[config.mk]
export PLATFORM = sky130hd
export DESIGN_NAME = serial_adder
export DESIGN_NICKNAME = d
export VERILOG_FILES = /design/src/rtl/serial_adder.sv
export SDC_FILE = /design/constraint.sdc
export NUM_CORES = 1
export LEC_CHECK = 0
export BUFFER_PORTS_ARGS = -buffer_cell sky130_fd_sc_hd__clkbuf_2
export CAP_MARGIN = 20
export CORE_MARGIN = 1.5
export CORE_UTILIZATION = 45
export CTS_CLUSTER_SIZE = 24
export DETAILED_ROUTE_END_ITERATION = 16
export PLACE_DENSITY_LB_ADDON = 0.15
export REMOVE_ABC_BUFFERS = 1
export SYNTH_ARGS = -nofsm -noshare
export SYNTH_HDL_FRONTEND = slang
export SYNTH_SLANG_ARGS = --single-unit
[constraint.sdc]
create_clock -name clk -period 3.2 [get_ports clk]
set_input_delay 0.32 -clock clk [delete_from_list [all_inputs] [get_ports clk]]
set_output_delay 0.32 -clock clk [all_outputs]
set_load 0.05 [all_outputs]
[src/rtl/serial_adder.sv]
// Bit-serial ripple adder: one full-add per clock, LSB first, single registered carry.
// Optional SERIAL_ADDER_OVF_EN adds a registered two's-complement overflow output.
module serial_adder #(
  parameter int WIDTH = 8
) (
  input  logic             clk,
  input  logic             rst,
  input  logic             start,
  input  logic [WIDTH-1:0] A,
  input  logic [WIDTH-1:0] B,
  input  logic             Ci,
  output logic [WIDTH-1:0] S,
  output logic             Co,
  output logic             busy,
  output logic             done
`ifdef SERIAL_ADDER_OVF_EN
  ,
  output logic             ovf
`endif
);

  localparam int CW = $clog2(WIDTH);

  typedef enum logic [1:0] {
    IDLE,
    RUN,
    DONE
  } stateE;

  stateE          stateQ;
  stateE          stateNext;
  logic [WIDTH-1:0] ra;
  logic [WIDTH-1:0] rb;
  logic           c;
  logic [CW-1:0]  bitCnt;
  logic           lastBit;
  logic [1:0]     addBit;

  // Returns {carry, sum} of a one-bit full add.
  function automatic logic [1:0] fullAdd(input logic x, input logic y, input logic cin);
    logic s;
    logic co;
    s  = x ^ y ^ cin;
    co = (x & y) | (cin & (x ^ y));
    return {co, s};
  endfunction

  assign addBit  = fullAdd(ra[0], rb[0], c);
  assign lastBit = (bitCnt == CW'(WIDTH - 1));

  always_comb begin
    stateNext = stateQ;
    case (stateQ)
      IDLE:    if (start) stateNext = RUN;
      RUN:     if (lastBit) stateNext = DONE;
      DONE:    stateNext = IDLE;
      default: stateNext = IDLE;
    endcase
  end

  always_ff @(posedge clk) begin
    if (rst) begin
      stateQ <= IDLE;
      bitCnt <= '0;
      c      <= 1'b0;
      S      <= '0;
    end else begin
      stateQ <= stateNext;
      case (stateQ)
        IDLE: begin
          if (start) begin
            ra     <= A;
            rb     <= B;
            c      <= Ci;
            bitCnt <= '0;
            S      <= '0;
          end
        end
        RUN: begin
          S      <= {addBit[0], S[WIDTH-1:1]};
          ra     <= ra >> 1;
          rb     <= rb >> 1;
          c      <= addBit[1];
          bitCnt <= bitCnt + 1'b1;
        end
        default: ;
      endcase
    end
  end

`ifdef SERIAL_ADDER_OVF_EN
  // On the final bit, c is the carry into the MSB and addBit[1] the carry out.
  always_ff @(posedge clk) begin
    if (rst) begin
      ovf <= 1'b0;
    end else if (stateQ == IDLE && start) begin
      ovf <= 1'b0;
    end else if (stateQ == RUN && lastBit) begin
      ovf <= c ^ addBit[1];
    end
  end
`endif

  assign Co   = c;
  assign busy = (stateQ != IDLE);
  assign done = (stateQ == DONE);

endmodule
# Yosys cells after proc, flatten, opt, wreduce, memory -nomap -nowiden
# Cells that the tools add are included.
[word_totals] register_bits=30 latchBits=0 ramBits=0 rom_bits=0 in_bits=20 out_inout_bits=11 memories=0
[op_classes] add_sub_neg=1 mul=0 div=0 n_lt_le_gt_ge=0 eq_ne=5 shifts=0 n_mux=13 n_bitwise=6 n_reduce_logical=6
[ops] cell="$pmux 8 s2" n=3
[ops] cell="$mux 8" n=3
[ops] cell="$pmux 3 s2" n=1
[ops] cell="$mux 2" n=2
[ops] cell="$ne 2x2->1 const B" n=2
[ops] cell="$pmux 2 s2" n=1
[ops] cell="$reduce_and 2->1" n=2
[ops] cell="$reduce_bool 2->1" n=2
[ops] cell="$add 3x1->3 const B" n=1
[ops] cell="$eq 3x3->1 const B" n=1
[ops] cell="$mux 3" n=1
[ops] cell="$reduce_and 3->1" n=1
[ops] cell="$and 1x1->1" n=2
[ops] cell="$eq 2x1->1 const B" n=1
[ops] cell="$eq 2x2->1 const B" n=1
[ops] cell="$logic_not 2->1" n=1
[ops] cell="$pmux 1 s2" n=1
[ops] cell="$xor 1x1->1" n=2
[ops] cell="$mux 1" n=1
[ops] cell="$not 1->1" n=1
[ops] cell="$or 1x1->1" n=1

# Logic depth before layout (Yosys ltp)
[logic_depth] depth_word=4 ltp_mapped=5

# Least setup slack after synthesis
# No wires, ideal clock.
[synth_path] path_type="reg-to-reg" from="reg stateQ[1]" to="reg ra[0], enable pin" setup_ns=0.388 arrival_ns=1.433 setup_slack_ns=1.378 stages_incl_launch_ff=4 path_buffers=1 path_cell_list="dfxtp_1 > o21bai_2 > buf_4 > nor2_1"
[synth_between] elab_chain_len=3 word_cells_on_any_way=5 cone_classes="2 x eq/ne; 3 x reduce/logical"
[synth_rtl] element="start: declaration" line="30" source="stateE stateQ;"
[synth_rtl] element="start signal: assignment" line="68" source="stateQ <= stateNext;"
[synth_rtl] element="$eq 2x1->1 or $logic_not 2->1 (tied branches)" line="69" source="case (stateQ)"
[synth_rtl] element="$reduce_bool 2->1 (no source line) or $ne 2x2->1 (tied branches)"
[synth_rtl] element="$reduce_and 3->1 (no source line) (*)"
[synth_rtl] element="end signal: assignment" line="81" source="ra <= ra >> 1;"
[synth_rtl] element="end: declaration" line="32" source="logic [WIDTH-1:0] ra;"
# Mark *: on every way between the ends. The rest lies on a longest branch, timed or not.
# A chain may end at the register's enable or synchronous reset.

# Worst setup path after layout
[layout_path] from="reg stateQ[0]" to="out busy"
[layout_between] elab_chain_len=1
[layout_rtl] element="$reduce_bool 2->1" line="105" source="assign busy = (stateQ != IDLE);"
[layout_rtl] element="end: declaration" line="14" source="output logic busy,"
# No other way between the ends.

==> results.json <==
{
  "drcViolationCount": 0,
  "setup_tns_ns": 0,
  "clk_root_buffer_cell": "clkbuf_4",
  "p_switching_mw": 0.193,
  "p_comb_share_pct": 10.1,
  "synthDistinctLibCells": 26,
  "vias": 888,
  "syn2layout_area_growth_pct": 18.2,
  "drt_iter0_markers": 20,
  "dp.cells": 176,
  "power.internal_mw": 0.638,
  "critical_path_required_ns": 2.88,
  "path_clk_slew_ns": 0.10,
  "hpwl_microns": 1360,
  "drv_slew": 0,
  "nets": 175,
  "crit_chain": "or2_2, clkbuf_2",
  "synth_top_area_cell": "edfxtp_1",
  "vias_per_cell": 4.83,
  "track_usage_pct": 15.1,
  "fill_cells": 252,
  "die_y_microns": 56.0,
  "swShare_pct": 23.2,
  "gp_congestion": 0.681,
  "ys_seq_area_share_pct": 60.1,
  "rsz0062_at_grt": "no",
  "wl_microns": 2040,
  "final_cell_mix": "42 x nand2_1, 30 x clkbuf_2, 16 x edfxtp_1",
  "min_path_type": "in -> reg",
  "tightest_slew_ns": 0.650,
  "cts_resized": 0,
  "multiInputGateArea_sq_um": 435,
  "period_share_pct": 49.6,
  "portBuffers": 30,
  "outcome": "complete, no violations",
  "antenna_found_initial": 0,
  "grt_overflow_total": 0,
  "die_area_sq_um": 3140,
  "syn-cell-area_sq_um": 1260,
  "crit_slowest_cell": "dfxtp_1",
  "clockBufferDepth": 2,
  "netlist.area_leader.share_pct": 38.0,
  "cts_buffers": 5,
  "path_class": "reg -> out",
  "peakVddDrop_mv": 0.389,
  "grt_pass1_vias": 855,
  "slew-limit-headroom_pct": 56.7,
  "cpPeakStageDelay_ns": 0.38,
  "final_layout_size_suffix_gt1_share_pct": 27.5,
  "fmax_mhz": 630,
  "die_x_microns": 56.0,
  "num_io_pins": 31,
  "avgSynthCellArea_sq_um": 10.5,
  "instances_no_fill": 184,
  "p_seq_share_pct": 52.5,
  "drv_cap": 0,
  "grt_pass1_wl_microns": 3490,
  "hold_viol_final": 0,
  "rows": 19,
  "synthTopCellsByArea": "edfxtp_1 38%, dfxtp_1 22%, nand2_1 12%, a22oi_1 5.3%, nor2_1 3.3%",
  "endpoint_kind": "output pin",
  "antennaDiodeCount": 0,
  "power_per_cell_area_nw_per_um2": 555,
  "initial_core_util_pct": 46.7,
  "syn_inst": 121,
  "final_common_cell": "nand2_1",
  "cts_tree": "yes",
  "ctsHoldBuffers": 0,
  "cellLeakagePower_nw": 0.692,
  "core_area_sq_um": 2710,
  "crit_path_start_kind": "register",
  "drtPass1Iterations": 4,
  "final.min_clock_period_ns": 1.59,
  "postCtsSetupBuffers": 0,
  "ant_nets": 0,
  "clkPwrFrac_pct": 37.4,
  "crit_fanout": 8,
  "clk_latency_ns": 0.34,
  "seq_area_sq_um": 761,
  "ys_seq_elements": 30,
  "arrival_ns": 1.27,
  "grt_max_degree": 25,
  "cts.sinks": 30,
  "ys_warn_count": 0,
  "wl_per_cell_microns": 11.1,
  "cts_max_level": 2,
  "fin_skew_ns": 0.0112,
  "setup_viol": 0
}
final timing paths:
check             from     to  slack (ns)  cells past startpoint
min reg2reg      ra[1]  ra[0]        0.52                      2
max reg2reg  stateQ[0]  rb[1]        1.74                      3
max          stateQ[0]   busy        1.61                      2
min               A[6]  ra[6]        0.25                      3
per-layer routing:
metal	GRT usage (%)	vias to the layer above	wire (microns)
met5	0	-	0
met4	9.52	0	57
met3	7.67	7	131
met2	22.4	22	928
met1	17.1	398	926
li1	-	461	-
worst max-delay path: cells and delay by family (launching register included):
kind / cells / cell delay (ns)
flops: 1 / 0.38
buf+inv: 1 / 0.23
simple gates: 1 / 0.31
through the flow:
step / utilization (%) / instance area (sq um) / worst slack [ns] / power [mW] / hold slack (ns)
floorplan: - / 1210 / 1.45 / 0.499 / 0.387
global placement: 51.8 / 1400 / 1.79 / 0.527 / 0.483
detailed placement: 51.8 / 1400 / 1.77 / 0.531 / 0.500
CTS: 55.2 / 1500 / 1.59 / 0.845 / 0.228
global route: 55.2 / 1500 / 1.54 / 0.873 / 0.233
finish: 55.2 / 1500 / 1.61 / 0.830 / 0.247
synthesized netlist by cell type (all sizes together):
library cell / count
a2bb2oi: 1
and2b: 2
edfxtp: 16
and2: 2
fa: 1
dfxtp: 14
or2: 1
mux2i: 1
nand2b: 1
nor3b: 1
inv: 3
nand2: 42
nor2: 12
o21bai: 1
clkbuf: 1
nor2b: 2
a22oi: 9
buf: 6
ha: 2
a211oi: 2
nor3: 1
registers in the layout, indices dropped and copies added (netlist names):
| name | cells |
|---|---|
| rb | 8 |
| S | 8 |
| Co | 1 |
| bitCnt | 3 |
| ra | 8 |
| stateQ | 2 |
logic make-up (layout without fill, tap and decap cells):
kind of cell / after synthesis / after routing / share of synthesized area [%]
AO/OA/AOI/OAI: 13 / 13 / 8.11
adder cells (fa/ha/maj): 3 / 3 / 3.56
buffers and inverters: 10 / 42 / 5.44
flip-flops: 30 / 30 / 60.1
multiplexers: 1 / 1 / 0.791
AND/OR/NAND/NOR: 64 / 64 / 22.0
final cells by class:
type / count / share of cell area, %
timing repair buffer: 31 / 10.5
multi-input combinational: 81 / 29.1
inverter: 3 / 0.753
sequential: 30 / 50.9
tap: 31 / 2.59
clock inverter: 1 / 0.251
clock buffer: 7 / 5.86
power by group through the flow:
stage	clock, mW	combinational [mW]	sequential (mW)
final	0.310	0.0838	0.436
after global routing	0.340	0.0943	0.439
after CTS	0.323	0.0857	0.437
after detailed placement	0	0.0853	0.445
after global placement	0	0.0829	0.444
after floorplan	0	0.0472	0.452
(Power assumes the default switching activity.)
